<file path="src/rtl/id_ex_hazard_stage.sv">
// ID/EX pipeline register with load-use / branch-operand hazard detection.
// Keeps EX and MEM destination tags and inserts bubbles while stalling.
module id_ex_hazard_stage #(
  parameter int DATA_WIDTH     = 32,
  parameter int REG_ADDR_WIDTH = 5,
  parameter int CTRL_WIDTH     = 8
) (
  input  logic                      clk_i,
  input  logic                      rst_i,
  input  logic [CTRL_WIDTH-1:0]     ctrl_i,
  input  logic                      valid_i,
  input  logic [DATA_WIDTH-1:0]     rs_data_i,
  input  logic [DATA_WIDTH-1:0]     rt_data_i,
  input  logic [DATA_WIDTH-1:0]     imm_i,
  input  logic [REG_ADDR_WIDTH-1:0] rs_addr_i,
  input  logic [REG_ADDR_WIDTH-1:0] rt_addr_i,
  input  logic [REG_ADDR_WIDTH-1:0] rd_addr_i,
  input  logic [5:0]                funct_i,
  output logic [CTRL_WIDTH-1:0]     ex_ctrl_o,
  output logic [DATA_WIDTH-1:0]     ex_rs_data_o,
  output logic [DATA_WIDTH-1:0]     ex_rt_data_o,
  output logic [DATA_WIDTH-1:0]     ex_imm_o,
  output logic [REG_ADDR_WIDTH-1:0] ex_rs_addr_o,
  output logic [REG_ADDR_WIDTH-1:0] ex_rt_addr_o,
  output logic [REG_ADDR_WIDTH-1:0] ex_dest_o,
  output logic [5:0]                ex_funct_o,
  output logic                      ex_valid_o,
  output logic                      stall_o,
  output logic [15:0]               stall_count_o
);

  logic                      mem_regwrite;
  logic                      mem_memread;
  logic [REG_ADDR_WIDTH-1:0] mem_dest;

  logic                      uses_rt;
  logic                      id_is_beq;
  logic                      ex_match;
  logic                      mem_match;
  logic [REG_ADDR_WIDTH-1:0] id_dest;

  always_comb begin
    uses_rt   = !ctrl_i[3] || ctrl_i[5];
    id_is_beq = (ctrl_i[2:1] == 2'b01);
    id_dest   = ctrl_i[0] ? rd_addr_i : rt_addr_i;

    ex_match  = ex_ctrl_o[7] && (ex_dest_o != '0) &&
                ((ex_dest_o == rs_addr_i) || (uses_rt && (ex_dest_o == rt_addr_i)));
    mem_match = mem_regwrite && (mem_dest != '0) &&
                ((mem_dest == rs_addr_i) || (uses_rt && (mem_dest == rt_addr_i)));

    stall_o = valid_i &&
              ((ex_ctrl_o[4] && ex_match) ||
               (id_is_beq && (ex_match || (mem_memread && mem_match))));
  end

  always_ff @(posedge clk_i or posedge rst_i) begin
    if (rst_i) begin
      ex_ctrl_o    <= '0;
      ex_rs_data_o <= '0;
      ex_rt_data_o <= '0;
      ex_imm_o     <= '0;
      ex_rs_addr_o <= '0;
      ex_rt_addr_o <= '0;
      ex_dest_o    <= '0;
      ex_funct_o   <= '0;
      ex_valid_o   <= 1'b0;
    end else if (stall_o) begin
      ex_ctrl_o    <= '0;
      ex_rs_data_o <= '0;
      ex_rt_data_o <= '0;
      ex_imm_o     <= '0;
      ex_rs_addr_o <= '0;
      ex_rt_addr_o <= '0;
      ex_dest_o    <= '0;
      ex_funct_o   <= '0;
      ex_valid_o   <= 1'b0;
    end else begin
      ex_ctrl_o    <= valid_i ? ctrl_i : '0;
      ex_rs_data_o <= rs_data_i;
      ex_rt_data_o <= rt_data_i;
      ex_imm_o     <= imm_i;
      ex_rs_addr_o <= rs_addr_i;
      ex_rt_addr_o <= rt_addr_i;
      ex_dest_o    <= id_dest;
      ex_funct_o   <= funct_i;
      ex_valid_o   <= valid_i;
    end
  end

  // MEM tag follows the EX tag unconditionally; bubbles arrive as zero tags.
  always_ff @(posedge clk_i or posedge rst_i) begin
    if (rst_i) begin
      mem_regwrite <= 1'b0;
      mem_memread  <= 1'b0;
      mem_dest     <= '0;
    end else begin
      mem_regwrite <= ex_ctrl_o[7];
      mem_memread  <= ex_ctrl_o[4];
      mem_dest     <= ex_dest_o;
    end
  end

  always_ff @(posedge clk_i or posedge rst_i) begin
    if (rst_i) begin
      stall_count_o <= '0;
    end else if (stall_o && (stall_count_o != '1)) begin
      stall_count_o <= stall_count_o + 16'd1;
    end
  end

endmodule

</file>
<file path="config.mk">
export PLATFORM = sky130hd
export DESIGN_NAME = id_ex_hazard_stage
export DESIGN_NICKNAME = d
export VERILOG_FILES = /design/src/rtl/id_ex_hazard_stage.sv
export SDC_FILE = /design/constraint.sdc
export NUM_CORES = 1
export LEC_CHECK = 0
export CAP_MARGIN = 20
export CORE_AREA = 2 2 127 129
export DETAILED_ROUTE_END_ITERATION = 7
export DIE_AREA = 0 0 129 131
export PLACE_DENSITY = 0.71
export SLEW_MARGIN = 40
export SYNTH_ARGS = -nofsm -noshare
export SYNTH_HDL_FRONTEND = slang
export SYNTH_SLANG_ARGS = --single-unit
</file>
<file path="constraint.sdc">
create_clock -name clk_i -period 15 [get_ports clk_i]
set_input_delay 3.75 -clock clk_i [delete_from_list [all_inputs] [get_ports clk_i]]
set_output_delay 3.75 -clock clk_i [all_outputs]
set_load 0.1 [all_outputs]
</file>
==> flow_summary.json, run 1 <==
{
  "synth-simple-area-share_pct": 19.59,
  "nFillCells": 1381,
  "drv_slew": 0,
  "clk_latency_ps": 410,
  "routed_via_density": 4.356,
  "startpoint_type": "primary input",
  "synth_top_area_cell": "dfrtp_1",
  "p_comb_share_pct": 21.5,
  "crit_fanout": 52,
  "antenna_cells": 0,
  "cp_slowest_stage_delay_ps": 660,
  "ys_types": 30,
  "power_density_mw_per_mm2": 135.3,
  "period_share_pct": 66.73,
  "synthTopCellsByArea": "dfrtp_1 (70%), nor2b_1 (13%), xnor2_1 (5.0%), and3_1 (1.9%), nand3_1 (1.0%)",
  "pin_count": 271,
  "multi_input_area_mm2": 0.001495,
  "ff2ff_setup_slack_ps": 12270,
  "ir_drop_mv": 0.06923,
  "pwr-share-clk_pct": 39.1,
  "synth_compound_area_share_pct": 1.086,
  "clkTransAtPathRegs_ps": 60,
  "drtIter0Drc": 160,
  "seqCellArea_mm2": 0.003729,
  "maxCapViolCount": 0,
  "dominantRegCellSynth": "dfrtp_1",
  "area_delta_synth_final_pct": 53.00,
  "postCtsHoldBufs": 0,
  "rows": 46,
  "p_sw_share_pct": 32.16,
  "whs_ps": 402.9,
  "numPortBuffers": 270,
  "hold_viol_final": 0,
  "core_mm2": 0.01560,
  "synth_top_area_share_pct": 70.35,
  "drtAntennaViolNets": 0,
  "synthTopCellsByCount": "dfrtp_1 (149), nor2b_1 (114), xnor2_1 (30), and3_1 (16), nand3_1 (11)",
  "postCtsSetupBuffers": 0,
  "endpoint_kind": "output pin",
  "postSynthAreaPerCell_um2": 13.73,
  "synth_seq_cells": 149,
  "cts_buffers": 17,
  "synth_top_family_by_area": "simple AND/OR/NAND/NOR gates",
  "cts_root_buf": "clkbuf_16",
  "critPathRequiredTime_ps": 11250,
  "p_int_uw": 744.1,
  "status": "complete, no violations",
  "worstPathCellList": "clkdlybuf4s50_1 -> xnor2_1 -> nand4_1 -> o32ai_1 -> a32o_4 -> buf_2",
  "place_hpwl_um": 10160,
  "min-delay-path-class": "reg2reg",
  "synth_area_mm2": 0.005300,
  "cts_resized": 0,
  "worstMarginPinSlew_ps": 702.6,
  "grt_use_total_pct": 16.31,
  "p_sw_uw": 352.8,
  "synth_xor_area_share_pct": 5.288,
  "fmax_mhz": 99.91,
  "synth_edf_count": 0,
  "fin_crit_ps": 10010,
  "ys_warn_count": 0,
  "num_vias": 3868,
  "clock_path_buffers": 2,
  "grt_max_degree": 94,
  "synthCells": 386,
  "cts_tree": "done",
  "max-slew-margin-rel_pct": 53.16,
  "synthAdderAreaFrac_pct": 0.2361,
  "skew_ps": 6.962,
  "leakagePower_nw": 3.771,
  "wl_per_cell_um": 15.68,
  "ys_seq_area_share_pct": 70.35,
  "rsz0062_at_grt": "no",
  "crit_arrival_ps": 6260,
  "syn_nets": 515,
  "firstDrtPassIters": 4,
  "overflow": 0,
  "routabilityCongestion": 0.8598,
  "cts.sinks": 149,
  "grt_pass1_wl_um": 20930,
  "remaining_drc_errors": 0,
  "drive_gt1_share_pct": 26.64,
  "initial_core_util_pct": 33.98,
  "die_h_um": 131,
  "grt_antenna_before_repair": 0,
  "grt_pass1_vias": 4055,
  "die_w_um": 129,
  "cp_slowest_cell": "a32o_4",
  "crit_type": "in2out",
  "fp.dieArea_mm2": 0.01690,
  "setup_viol": 0,
  "yosysMostFrequentCell": "dfrtp_1",
  "setup_tns_ps": 0,
  "layout.nets": 789,
  "htreeDepth": 4,
  "power_mw": 1.097,
  "synthMuxAreaShare_pct": 1.794,
  "async_flop_share_pct": 100.0,
  "p_seq_share_pct": 39.3,
  "drt-total-wl_um": 13920
}
[cells in the final DEF, fill, tap and decap left out, drive strengths merged, types with 2 or more instances in the layout]
| cell | n |
|---|---|
| dfrtp | 149 |
| buf | 145 |
| clkdlybuf4s50 | 127 |
| nor2b | 114 |
| xnor2 | 30 |
| clkbuf | 19 |
| and3 | 16 |
| nand3 | 12 |
| nand4 | 8 |
| nor2 | 6 |
| nand2 | 6 |
| mux2i | 5 |
| clkinvlp | 5 |
| mux2 | 4 |
| and2 | 4 |
| bufinv | 3 |
| clkinv | 3 |
| xor2 | 2 |
| o32ai | 2 |
| or4 | 2 |
| inv | 2 |
[flip-flops by register name (all words and copies together) (netlist names), 6 cells and up]
register,flops
ex_ctrl_o,8
ex_funct_o,6
ex_imm_o,32
ex_rs_data_o,32
ex_rt_data_o,32
stall_count_o,16
[routing by layer]
metal / part of all wire, % / vias to the layer above / global-route usage, %
met5: 0 / - / 0
met4: 1.8 / 0 / 6.969
met3: 8.0 / 19 / 5.660
met2: 50 / 164 / 27.61
met1: 40 / 1898 / 18.98
li1: - / 1787 / -
[stage by stage]
step / setup slack [ps] / instance area [µm²] / util (%) / instances
6_report: 4991 / 8109 / 51.99 / 888
5_1_grt: 4840 / 8109 / 51.99 / 888
4_1_cts: 4931 / 8103 / 51.95 / 888
3_5_place_dp: 4934 / 7505 / 48.11 / 857
3_3_place_gp: 4310 / 8220 / 52.70 / 857
2_1_floorplan: 6041 / 5300 / - / 386
[critical path, delay by kind of cell]
| family | cells | cell delay [ps] |
|---|---|---|
| XOR/XNOR | 1 | 150 |
| buffers and inverters | 2 | 1130 |
| AND/OR/NAND/NOR | 1 | 130 |
| AO/OA/AOI/OAI | 2 | 1100 |
[cell type report]
class / instances / share of cell area [%]
Sequential cell: 149 / 45.98
Multi-Input combinational cell: 219 / 18.44
Tap cell: 216 / 3.333
Clock buffer: 19 / 5.462
Inverter: 1 / 0.1389
Clock inverter: 12 / 1.913
Timing Repair Buffer: 272 / 24.73
[cells by family after synthesis]
logic type	count (synthesis)
and+or+nand+nor	171
AOI/OAI and AO/OA	6
buffers and inverters	18
muxes	9
DFF	149
adders and majority gates	1
xor gates and xnor gates	32
[path summary, 6_finish.rpt]
kind | from | to | depth (start not counted)
setup / recovery | rt_addr_i[2] | stall_o | 6
hold / removal | ex_ctrl_o[7]$_DFF_PP0_ | mem_regwrite$_DFF_PP0_ | 0
setup reg to reg | mem_dest[0]$_DFF_PP0_ | ex_rt_data_o[22]$_DFF_PP0_ | 6
hold reg to reg | ex_ctrl_o[7]$_DFF_PP0_ | mem_regwrite$_DFF_PP0_ | 0
max in group asynchronous | rst_i | ex_imm_o[13]$_DFF_PP0_ | 3
min in group asynchronous | rst_i | ex_imm_o[27]$_DFF_PP0_ | 2
[power groups by stage]
stage,Clock [mW],Combinational (mW),Sequential (mW)
detailed placement,0,0.238,0.439
global route,0.461,0.246,0.434
finish,0.429,0.236,0.432
floorplan,0,0.0277,0.583
global placement,0,0.255,0.439
CTS,0.439,0.238,0.432
Note: power is estimated with default switching activity, not from simulation.
==> run 2, diff against run 1 <==
PLACE_DENSITY = 0.73   (was 0.71)
clock period = 8.05 ns   (was 15 ns; I/O delays follow)
==> flow_summary.json, run 2 (same netlist as run 1, synthesis figures left out) <==
{
  "status": "complete, no violations",
  "max-slew-margin-rel_pct": 46.77,
  "startpoint_type": "primary input",
  "num_vias": 3837,
  "endpoint_kind": "output pin",
  "grt_max_degree": 80,
  "fp.dieArea_mm2": 0.01690,
  "setup_viol": 0,
  "path_depth": 6,
  "top_regs": "ex_imm_o (32), ex_rs_data_o (32), ex_rt_data_o (32)",
  "critPathRequiredTime_ps": 6040,
  "htreeDepth": 4,
  "dp_cells": 857,
  "die_w_um": 129,
  "drt-total-wl_um": 13530,
  "pre_cts_slack_ps": 1683,
  "remaining_drc_errors": 0,
  "antenna_cells": 0,
  "crit_type": "in2out",
  "cp_slowest_cell": "a32o_4",
  "overflow": 0,
  "place_hpwl_um": 9834,
  "use_met3_pct": 5.863,
  "holdPathStages": 0,
  "cts.sinks": 149,
  "worstPathCellList": "clkdlybuf4s50_1 -> xnor2_1 -> nand4_1 -> o32ai_1 -> a32o_4 -> buf_4",
  "hold_viol_final": 0,
  "top_usage_layer": "met2",
  "postCtsSetupBuffers": 0,
  "grt_pass1_wl_um": 20210,
  "skew_ps": 6.276,
  "fin_crit_ps": 6344,
  "numPortBuffers": 270,
  "clk_latency_ps": 410,
  "pin_count": 271,
  "area_delta_synth_final_pct": 52.57,
  "postCtsHoldBufs": 0,
  "cts_tree": "done",
  "met2_usage_pct": 26.39,
  "core_mm2": 0.01560,
  "use_met1_pct": 18.09,
  "maxCapViolCount": 0,
  "rsz0062_at_grt": "no",
  "clock_path_buffers": 2,
  "die_h_um": 131,
  "critPathTopFamily": "compound AO/OA/AOI/OAI gates",
  "leakagePower_nw": 3.777,
  "crit_fanout": 54,
  "instances_no_fill": 888,
  "fmax_mhz": 157.6,
  "drtIter0Drc": 131,
  "reg2reg_depth": 7,
  "setup_ws_ps": 1706,
  "whs_ps": 409.9,
  "critPathBufInv": 2,
  "drtAntennaViolNets": 0,
  "grt_use_total_pct": 15.75,
  "layout.nets": 789,
  "worstMarginPinSlew_ps": 798.4,
  "period_share_pct": 78.80,
  "routed_via_density": 4.321,
  "initial_core_util_pct": 33.98,
  "ir_drop_mv": 0.1429,
  "grt_antenna_before_repair": 0,
  "min-delay-path-class": "reg2reg",
  "routabilityCongestion": 0.8419,
  "cts_resized": 0,
  "rows": 46,
  "cts_buffers": 17,
  "crit_arrival_ps": 4330,
  "final_common_cell": "dfrtp_1",
  "cp_slowest_stage_delay_ps": 640,
  "clkTransAtPathRegs_ps": 50,
  "drv_slew": 0,
  "grt_pass1_vias": 3916,
  "drive_gt1_share_pct": 26.64,
  "mostFrequentLayoutCells": "dfrtp_1 (149), buf_2 (142), clkdlybuf4s50_1 (127)",
  "cts_root_buf": "clkbuf_16",
  "firstDrtPassIters": 4,
  "setup_tns_ps": 0,
  "power_mw": 2.010,
  "wl_per_cell_um": 15.23,
  "power_density_mw_per_mm2": 248.6
}
-- run 2: cell types whose count changed in the layout (fill, tap and decap cells not counted), sizes merged --
cell | previous run | this run
clkinvlp | 5 | 2
inv | 2 | 1
clkinv | 3 | 6
bufinv | 3 | 2
clkbuf | 19 | 21
-- run 2: path summary, 6_finish.rpt --
kind / endpoint / slack, ps / from
worst min register to register: mem_regwrite$_DFF_PP0_ / 410 / ex_ctrl_o[7]$_DFF_PP0_
worst max register to register: stall_count_o[14]$_DFFE_PP0P_ / 4820 / mem_dest[3]$_DFF_PP0_
worst min-delay path: mem_regwrite$_DFF_PP0_ / 410 / ex_ctrl_o[7]$_DFF_PP0_
min in group asynchronous: ex_rt_data_o[23]$_DFF_PP0_ / 2060 / rst_i
max in group asynchronous: ex_rt_addr_o[4]$_DFF_PP0_ / 4840 / rst_i
worst max-delay path: stall_o / 1710 / rt_addr_i[3]
-- run 2: stage by stage --
step	cell area [µm²]	utilization, %
2_1_floorplan	5300	-
3_3_place_gp	8218	52.69
3_5_place_dp	7511	48.16
4_1_cts	8087	51.85
5_1_grt	8087	51.85
6_report	8087	51.85
-- run 2: cell type report --
type / instances / area, µm²
Tap cell: 216 / 270.3
Clock inverter: 10 / 105.1
Fill cell: 1376 / 7511
Sequential cell: 149 / 3729
Clock buffer: 21 / 470.5
Timing Repair Buffer: 272 / 2008
Inverter: 1 / 8.758
Multi-Input combinational cell: 219 / 1495
-- run 2: worst register-to-register path, stage by stage, from the launching register on --
cell and delay [ps]:
dfrtp_1 420, xnor2_1 180, nand4_1 130, o32ai_1 400
a32o_4 640, buf_4 750, nand4_1 250, mux2_1 350
-- run 2: report_power, final --
| group | internal [mW] | switching (mW) |
|---|---|---|
| sequential | 0.787 | 0.0167 |
| combinational | 0.105 | 0.334 |
| clock | 0.475 | 0.291 |
| total | 1.37 | 0.642 |
-- run 2: metal layers --
layer / part of all wire, % / wire length, µm
met2: 50 / 6744
met4: 1.9 / 254
met1: 39 / 5268
met3: 9.3 / 1258
met5: 0 / 0
==> run 3, diff against run 2 <==
PLACE_DENSITY = 0.71   (was 0.73)
clock period = 6.17 ns   (was 8.05 ns; I/O delays follow)
==> flow_summary.json, run 3 (same netlist as run 1, synthesis figures left out) <==
{
  "overflow": 0,
  "cts_resized": 0,
  "grt_pass1_wl_um": 20500,
  "holdPathStages": 0,
  "grt_pass1_vias": 3960,
  "drtAntennaViolNets": 0,
  "top_regs": "ex_imm_o (32), ex_rs_data_o (32), ex_rt_data_o (32)",
  "postCtsSetupBuffers": 0,
  "maxCapViolCount": 0,
  "leakagePower_nw": 3.797,
  "grt_max_degree": 82,
  "routabilityCongestion": 0.8601,
  "place_hpwl_um": 10080,
  "clkTransAtPathRegs_ps": 60,
  "dp_cells": 859,
  "startpoint_type": "primary input",
  "die_w_um": 129,
  "fin_crit_ps": 4825,
  "drv_slew": 0,
  "pin_count": 271,
  "mostFrequentLayoutCells": "dfrtp_1 (149), buf_2 (142), clkdlybuf4s50_1 (127)",
  "crit_fanout": 4,
  "holdPathEnd": "mem_memread$_DFF_PP0_",
  "num_vias": 3840,
  "drtIter0Drc": 101,
  "critPathRequiredTime_ps": 4630,
  "area_delta_synth_final_pct": 53.59,
  "ff2ff_setup_slack_ps": 3200,
  "endpoint_kind": "output pin",
  "crit_arrival_ps": 3280,
  "min-delay-path-class": "reg2reg",
  "initial_core_util_pct": 33.98,
  "remaining_drc_errors": 0,
  "crit_type": "in2out",
  "cts_buffers": 17,
  "reg2reg_depth": 7,
  "rsz0062_at_grt": "no",
  "setup_viol": 0,
  "die_h_um": 131,
  "r2r_start": "ex_dest_o[0]$_DFF_PP0_",
  "worstMarginPinSlew_ps": 789.8,
  "antenna_cells": 0,
  "grt_antenna_before_repair": 0,
  "power_density_mw_per_mm2": 326.3,
  "postCtsHoldBufs": 0,
  "ir_drop_mv": 0.1687,
  "layout.nets": 791,
  "core_mm2": 0.01560,
  "hold_viol_final": 0,
  "drt-total-wl_um": 13760,
  "rows": 46,
  "cts_tree": "done",
  "grt_use_total_pct": 15.93,
  "rr_endpoint": "ex_rt_data_o[3]$_DFF_PP0_",
  "fmax_mhz": 207.2,
  "routed_via_density": 4.310,
  "wl_per_cell_um": 15.44,
  "period_share_pct": 78.20,
  "final_common_cell": "dfrtp_1",
  "numPortBuffers": 270,
  "instances_no_fill": 891,
  "max-slew-margin-rel_pct": 47.34,
  "htreeDepth": 4,
  "clock_path_buffers": 2,
  "cts_root_buf": "clkbuf_16",
  "setup_tns_ps": 0,
  "nFillCells": 1371,
  "fin_util_pct": 52.19,
  "clk_latency_ps": 410,
  "firstDrtPassIters": 4,
  "cts.sinks": 149,
  "drive_gt1_share_pct": 27.11,
  "status": "complete, no violations",
  "skew_ps": 8.066,
  "fp.dieArea_mm2": 0.01690,
  "min_from": "ex_ctrl_o[4]$_DFF_PP0_"
}
run 3: cell type report:
cell class	count	area, µm²	area share (%)
clock buffer	19	452.9	5.564
clock inverter	13	148.9	1.829
inverter	1	8.758	0.1076
multi-input combinational	219	1495	18.37
sequential	149	3729	45.80
tap	216	270.3	3.320
timing repair buffer	274	2036	25.01
run 3: how the worst max path moves through the flow:
stage / startpoint / endpoint / slack (ps) / cells after the start
floorplan: rst_i / ex_ctrl_o[0]$_DFF_PP0_ / 620 / 1
global placement: rt_addr_i[0] / stall_o / 1400 / 6
detailed placement: rt_addr_i[3] / stall_o / 1340 / 6
CTS: rt_addr_i[3] / stall_o / 1340 / 6
global route: rt_addr_i[3] / stall_o / 1270 / 6
finish: rt_addr_i[3] / stall_o / 1340 / 6
run 3: stage by stage:
stage                     hold slack, ps  worst slack (ps)  cell area [µm²]  power (mW)
after detailed placement           389.2              1342             7535       1.645
after floorplan                    839.9             619.5             5300       1.484
after global routing               419.7              1268             8140       2.755
after global placement             388.0              1396             8245       1.687
final                              403.0              1345             8140       2.656
after CTS                          402.6              1337             8137       2.691
run 3: routing by layer:
layer / part of all wire, % / up-vias / track usage, %
met3: 8.2 / 14 / 5.985
met2: 51 / 165 / 27.14
met4: 1.4 / 0 / 6.138
met1: 39 / 1868 / 18.34
met5: 0 / - / 0
li1: - / 1793 / -
run 3: worst max-delay path: stages:
cell and delay (ps):
clkdlybuf4s50_1 580, xnor2_1 150, nand4_1 130, o32ai_1 400
a32o_4 300, buf_12 170
run 3: where the power goes:
group | internal [mW] | total [mW] | switching, mW | leakage (nW)
logic | 0.138 | 0.576 | 0.437 | 1.72
registers | 1.03 | 1.05 | 0.0207 | 1.79
clock network | 0.622 | 1.03 | 0.410 | 0.291
